--- src/rtl/matmul_index_seq.sv ---
// i/j/k loop sequencer for C = A x B over N x N matrices; emits element addresses and accumulator controls.
// Optional `MATMUL_CYCLE_CNT_EN` adds a 32-bit busy-cycle counter output (cycle_cnt).
module matmul_index_seq #(
  parameter int word_size = 16,
  parameter int idx_size  = 8
) (
  input  logic                 clk,
  input  logic                 rst_n,
  input  logic                 start,
  input  logic [word_size-1:0] dim_n,
  input  logic                 stall,
  output logic                 valid,
  output logic                 busy,
  output logic                 done,
  output logic [idx_size-1:0]  idx_i,
  output logic [idx_size-1:0]  idx_j,
  output logic [idx_size-1:0]  idx_k,
  output logic [word_size-1:0] addr_a,
  output logic [word_size-1:0] addr_b,
  output logic [word_size-1:0] addr_c,
  output logic                 acc_clr,
  output logic                 acc_wr
`ifdef MATMUL_CYCLE_CNT_EN
  ,
  output logic [31:0]          cycle_cnt
`endif
);

  typedef enum logic [1:0] {IDLE, RUN, DONE} state_t;

  state_t               state;
  logic [word_size-1:0] n_lat;
  logic [word_size-1:0] base_i;
  logic [idx_size-1:0]  nm1;
  logic                 k_last, j_last, i_last;

  assign k_last = (idx_k == nm1);
  assign j_last = (idx_j == nm1);
  assign i_last = (idx_i == nm1);

  // base_i tracks i*N; addr_b advances by N per k step so no k*N multiply is needed.
  always_ff @(posedge clk or negedge rst_n) begin
    if (!rst_n) begin
      state   <= IDLE;
      n_lat   <= '0;
      nm1     <= '0;
      base_i  <= '0;
      valid   <= 1'b0;
      busy    <= 1'b0;
      done    <= 1'b0;
      idx_i   <= '0;
      idx_j   <= '0;
      idx_k   <= '0;
      addr_a  <= '0;
      addr_b  <= '0;
      addr_c  <= '0;
      acc_clr <= 1'b0;
      acc_wr  <= 1'b0;
    end else begin
      case (state)
        IDLE: begin
          done <= 1'b0;
          if (start) begin
            n_lat  <= dim_n;
            nm1    <= idx_size'(dim_n - word_size'(1));
            base_i <= '0;
            idx_i  <= '0;
            idx_j  <= '0;
            idx_k  <= '0;
            addr_a <= '0;
            addr_b <= '0;
            addr_c <= '0;
            busy   <= 1'b1;
            if (dim_n != '0) begin
              state   <= RUN;
              valid   <= 1'b1;
              acc_clr <= 1'b1;
              acc_wr  <= (idx_size'(dim_n - word_size'(1)) == '0);
            end else begin
              state <= DONE;
              done  <= 1'b1;
            end
          end
        end
        RUN: begin
          if (!stall) begin
            if (k_last && j_last && i_last) begin
              state   <= DONE;
              valid   <= 1'b0;
              done    <= 1'b1;
              acc_clr <= 1'b0;
              acc_wr  <= 1'b0;
              idx_i   <= '0;
              idx_j   <= '0;
              idx_k   <= '0;
              addr_a  <= '0;
              addr_b  <= '0;
              addr_c  <= '0;
              base_i  <= '0;
            end else if (!k_last) begin
              idx_k   <= idx_k + idx_size'(1);
              addr_a  <= addr_a + word_size'(1);
              addr_b  <= addr_b + n_lat;
              acc_clr <= 1'b0;
              acc_wr  <= ((idx_k + idx_size'(1)) == nm1);
            end else if (!j_last) begin
              // k wraps with N>1 here, so the new step is a clear, never a write.
              idx_k   <= '0;
              idx_j   <= idx_j + idx_size'(1);
              addr_a  <= base_i;
              addr_b  <= word_size'(idx_j) + word_size'(1);
              addr_c  <= addr_c + word_size'(1);
              acc_clr <= 1'b1;
              acc_wr  <= 1'b0;
            end else begin
              idx_k   <= '0;
              idx_j   <= '0;
              idx_i   <= idx_i + idx_size'(1);
              base_i  <= base_i + n_lat;
              addr_a  <= base_i + n_lat;
              addr_b  <= '0;
              addr_c  <= base_i + n_lat;
              acc_clr <= 1'b1;
              acc_wr  <= 1'b0;
            end
          end
        end
        DONE: begin
          state <= IDLE;
          done  <= 1'b0;
          busy  <= 1'b0;
        end
        default: state <= IDLE;
      endcase
    end
  end

`ifdef MATMUL_CYCLE_CNT_EN
  always_ff @(posedge clk or negedge rst_n) begin
    if (!rst_n) begin
      cycle_cnt <= '0;
    end else if (state == IDLE && start) begin
      cycle_cnt <= '0;
    end else if (busy) begin
      cycle_cnt <= cycle_cnt + 32'd1;
    end
  end
`endif

endmodule
--- config.mk ---
export PLATFORM = sky130hd
export DESIGN_NAME = matmul_index_seq
export DESIGN_NICKNAME = d
export VERILOG_FILES = /design/src/rtl/matmul_index_seq.sv
export SDC_FILE = /design/constraint.sdc
export NUM_CORES = 1
export LEC_CHECK = 0
export CORE_ASPECT_RATIO = 1.1
export CORE_MARGIN = 1.5
export CORE_UTILIZATION = 40
export DETAILED_ROUTE_END_ITERATION = 7
export DONT_BUFFER_PORTS = 1
export GPL_ROUTABILITY_DRIVEN = 0
export PLACE_DENSITY = 0.58
export SYNTH_ARGS = -nofsm -noshare
export SYNTH_HDL_FRONTEND = slang
export SYNTH_SLANG_ARGS = --single-unit
--- constraint.sdc ---
create_clock -name clk -period 8.1 [get_ports clk]
set_clock_uncertainty 0.15 [all_clocks]
set_input_delay 1.62 -clock clk [delete_from_list [all_inputs] [get_ports clk]]
set_output_delay 1.62 -clock clk [all_outputs]
set_load 0.02 [all_outputs]
; ---- Word-level counts from Yosys, hierarchy flattened
; Cells that the tools add are included.
[word_totals]
ff_bits = 119
latch_bits = 0
mem_bits_rw = 0
romBits = 0
input_bits = 20
output_inout_bits = 77
elab_cells = 115
mem_count = 0
[op_classes]
n_addsub = 9
mul = 0
div = 0
n_lt_le_gt_ge = 0
eq_ne = 12
shifts = 0
n_mux = 62
bitwise = 0
reduce_logical = 17
[ops]
columns = op, n
row1 = $mux W16, 15
row2 = $pmux W16 S2, 4
row3 = $mux W8, 12
row4 = $pmux W8 S2, 3
row5 = $add A16 B1 Y16 const B, 2
row6 = $add A16 B16 Y16, 2
row7 = $eq A8 B8 Y1, 4
row8 = $add A8 B1 Y8 const B, 3
row9 = $mux W1, 17
row10 = $reduce_bool A16 Y1, 1
row11 = $reduce_and A5 Y1, 2
row12 = $add A8 B1 Y9 const B, 1
row13 = $mux W9, 1
row14 = $reduce_and A3 Y1, 3
row15 = $logic_not A8 Y1, 1
row16 = $mux W2, 4
row17 = $ne A2 B2 Y1 const B, 4
row18 = $pmux W1 S2, 4
row19 = $reduce_and A4 Y1, 2
row20 = $sub A8 B1 Y8 const B, 1
row21 = $ne A3 B3 Y1 const B, 2
row22 = $pmux W2 S2, 1
row23 = $reduce_and A2 Y1, 2
row24 = $reduce_bool A2 Y1, 2
row25 = 6 further kinds, 7

; ---- Longest topological paths before layout
[logic_depth]
ltp_word = 6
depth_mapped = 11
ltp_nobuf = 10

; ---- Worst setup path after synthesis
; No wires, ideal clock.
[synth_timing]
path_type = in2reg
startpoint = in dim_n[1]
endpoint = reg acc_clr
setup_ps = 141
t_arrival_ps = 3039
required_time_ps = 7809
slack_ps = 4770
cell_stages = 8
path_buffers = 0
cell_sequence = inv_1 ha_1 nor3b_1 nand2_1 nor4_1 a21oi_1 nor2_1 a31oi_1
[synth_between]
elab_chain_len = 3
[synth_rtl]
columns = item, line_no
row1 = from (decl), 10  ; input logic [word_size-1:0] dim_n,
row2 = $reduce_bool A16 Y1, 74  ; if (dim_n != '0) begin
row3 = $ne A2 B2 Y1 (no line), --
row4 = $reduce_and A4 Y1 (no line), --
row5 = to (signal assigned), 77  ; acc_clr <= 1'b1;
row6 = to (signal assigned), 91  ; acc_clr <= 1'b0;
row7 = to (signal assigned), 104  ; acc_clr <= 1'b0;
row8 = to (decl), 21  ; output logic acc_clr,
; Every way passes these cells.
; A chain may end at the register's enable or synchronous reset.

; ---- Final worst setup path
; Ends and elaborated chain as after synthesis.

==> impl_metrics.json <==
{
  "start_kind": "input pin",
  "synth_area_leaders": "dfrtp_1, o21ai_0, ha_1",
  "slew_violations": 0,
  "clk_pin_slew_ns": 0.05,
  "ant_nets": 0,
  "clock-sinks": 119,
  "layout_setup_ws_ns": 4.50,
  "place_ws_ns": 4.07,
  "maxCapViolCount": 0,
  "synth-edff-count": 0,
  "yosysUniqueCellTypes": 73,
  "fin_setup_tns_ns": 0,
  "p_clk_share_pct": 27.3,
  "worst_pin_slew_ns": 1.09,
  "avgSynthCellArea_um2": 8.65,
  "powerDensity_nw_per_um2": 341,
  "crit_type": "in2reg",
  "path_max_fanout": 5,
  "max_slew_margin_pct": 26.4,
  "clkLatencyLatePin_ns": 0.42,
  "drtIter0Drc": 518,
  "ios": 97,
  "wirelength_mm": 24.3,
  "core_area_um2": 19800,
  "cell_internal_pwr_w": 0.00174,
  "yosysWarnings": 0,
  "dp_hpwl_mm": 17.7,
  "yosysMostFrequentCell": "nand2_1",
  "pwr-share-seq_pct": 32.4,
  "setup_viol": 0,
  "dieHeight_um": 152,
  "crit_path_end_kind": "flop",
  "num_vias": 6965,
  "p_leak_nw": 3.85,
  "layout-drive-gt1-share_pct": 7.13,
  "async_flop_share_pct": 100,
  "rows": 54,
  "cts_made_buffers": 17,
  "synth_top_area_cell": "dfrtp_1",
  "timing.fmax_ghz": 0.278,
  "period_share_pct": 44.4,
  "num_antenna_cells": 0,
  "die_w_um": 138,
  "holdCritPathClass": "reg2reg",
  "cts_tree": "yes",
  "seq_area_frac_synth_pct": 36.9,
  "cts_setup_buffers": 0,
  "power.total_w": 0.00303,
  "synth_cells": 933,
  "wl_per_cell_um": 20.6,
  "antenna_found_initial": 0,
  "swShare_pct": 42.5,
  "clock-root-buffer": "clkbuf_16",
  "synthTopCellsByCount": "nand2_1, dfrtp_1, o21ai_0",
  "dr.pass1.iters": 5,
  "cts_resized": 0,
  "mappedNetlistArea_um2": 8070,
  "critPathArrivalTime_ns": 3.70,
  "synth_flop_cell": "dfrtp_1",
  "grt_pass1_vias": 6693,
  "viasPerCell": 5.91,
  "clock_path_buffers": 2,
  "synth_top_area_share_pct": 36.9,
  "start_util_pct": 40.8,
  "htreeDepth": 4,
  "status": "finished, final reports clean",
  "comb_power_share_pct": 40.3,
  "track_usage_pct": 23.5,
  "worstPathRequired_ns": 8.20,
  "postCtsHoldBufs": 0,
  "vdd_drop_max_uv": 157,
  "io_buffers": 0,
  "gr-total-overflow": 0,
  "synth-seq-cells": 119,
  "fin_crit_ns": 3.60,
  "grt_pass1_wl_mm": 38.8,
  "die-area_um2": 21000,
  "synth.net_count": 996,
  "hold_violations": 0,
  "final_nets": 976,
  "syn_to_final_growth_pct": 9.93,
  "drc": 0,
  "rsz0062_at_grt": "false",
  "switchingPower_w": 0.00129,
  "grt_max_degree": 120
}
[cells in the final DEF, fill, tap and decap left out, types with 22 or more instances in the layout]
cell type | Yosys | layout
nand2_1 | 122 | 121
ha_1 | 41 | 41
and3_1 | 22 | 22
xnor2_1 | 37 | 37
xor2_1 | 34 | 34
nand3_1 | 41 | 41
dfrtp_1 | 119 | 119
nor2_1 | 52 | 52
o21ai_0 | 103 | 103
a21oi_1 | 54 | 54
[cell families after synthesis]
| logic type | Yosys count | share of synthesized area [%] |
|---|---|---|
| AOI/OAI and AO/OA | 279 | 22.1 |
| and+or+nand+nor | 329 | 19.7 |
| buffers and inverters | 70 | 3.81 |
| adders and majority gates | 43 | 6.85 |
| DFF | 119 | 36.9 |
| xor gates and xnor gates | 71 | 7.70 |
| muxes | 22 | 2.94 |
[final timing paths]
kind,startpoint,end,slack [ns],depth (start not counted)
max,dim_n[1],acc_clr,4.50,8
min in group asynchronous,rst_n,nm1[0],0.74,0
max reg2reg,state[1],idx_i[5],4.54,8
min,base_i[0],base_i[0],0.36,2
min reg2reg,base_i[0],base_i[0],0.36,2
max in group asynchronous,rst_n,addr_c[0],6.84,0
[layout make-up]
class                           count  area (µm²)
Inverter                           20        75.1
Clock buffer                       23         458
Multi-Input combinational cell    744        4790
Sequential cell                   119        2980
Timing Repair Buffer               11        82.6
Tap cell                          252         315
Fill cell                        1940       10900
Clock inverter                      9         173
[through the flow]
stage                     instances  util [%]  hold slack (ns)  area (µm²)
after detailed placement       1146      41.7            0.353        8250
final                          1178      44.8            0.363        8880
after floorplan                 933         -            0.322        8070
after global placement         1146      41.7            0.347        8250
after CTS                      1178      44.8            0.365        8880
after global routing           1178      44.8            0.396        8880
[flip-flops by register name (all words and copies together), names as in the netlist]
signal   cells
addr_a      16
addr_b      16
addr_c      16
base_i      16
n_lat       16
idx_i        8
idx_j        8
idx_k        8
nm1          8
state        2
acc_clr      1
acc_wr       1
busy         1
done         1
valid        1
[power by group through the flow]
stage          clock [W]  combinational [W]  sequential (W)
2_1_floorplan          0           0.000979        0.000899
3_3_place_gp           0            0.00120        0.000995
3_5_place_dp           0            0.00121        0.000996
4_1_cts         0.000837            0.00122        0.000986
5_1_grt         0.000868            0.00137         0.00100
6_report        0.000828            0.00122        0.000981
[per-layer routing]
layer	GRT usage (%)	wire length (µm)	vias to the layer above
met5	0	0	-
met4	10.4	949	0
met3	6.24	1560	48
met2	37.1	11300	212
met1	30.3	10500	3353
li1	-	-	3352
[critical path, cell delays in order]
cell and delay, ns:
inv_1 0.07, ha_1 0.22, nor3b_1 0.31, nand2_1 0.15, nor4_1 0.84, a21oi_1 0.28
nor2_1 0.14, a31oi_1 0.05
No activity file was read; power rests on OpenSTA's default activity.
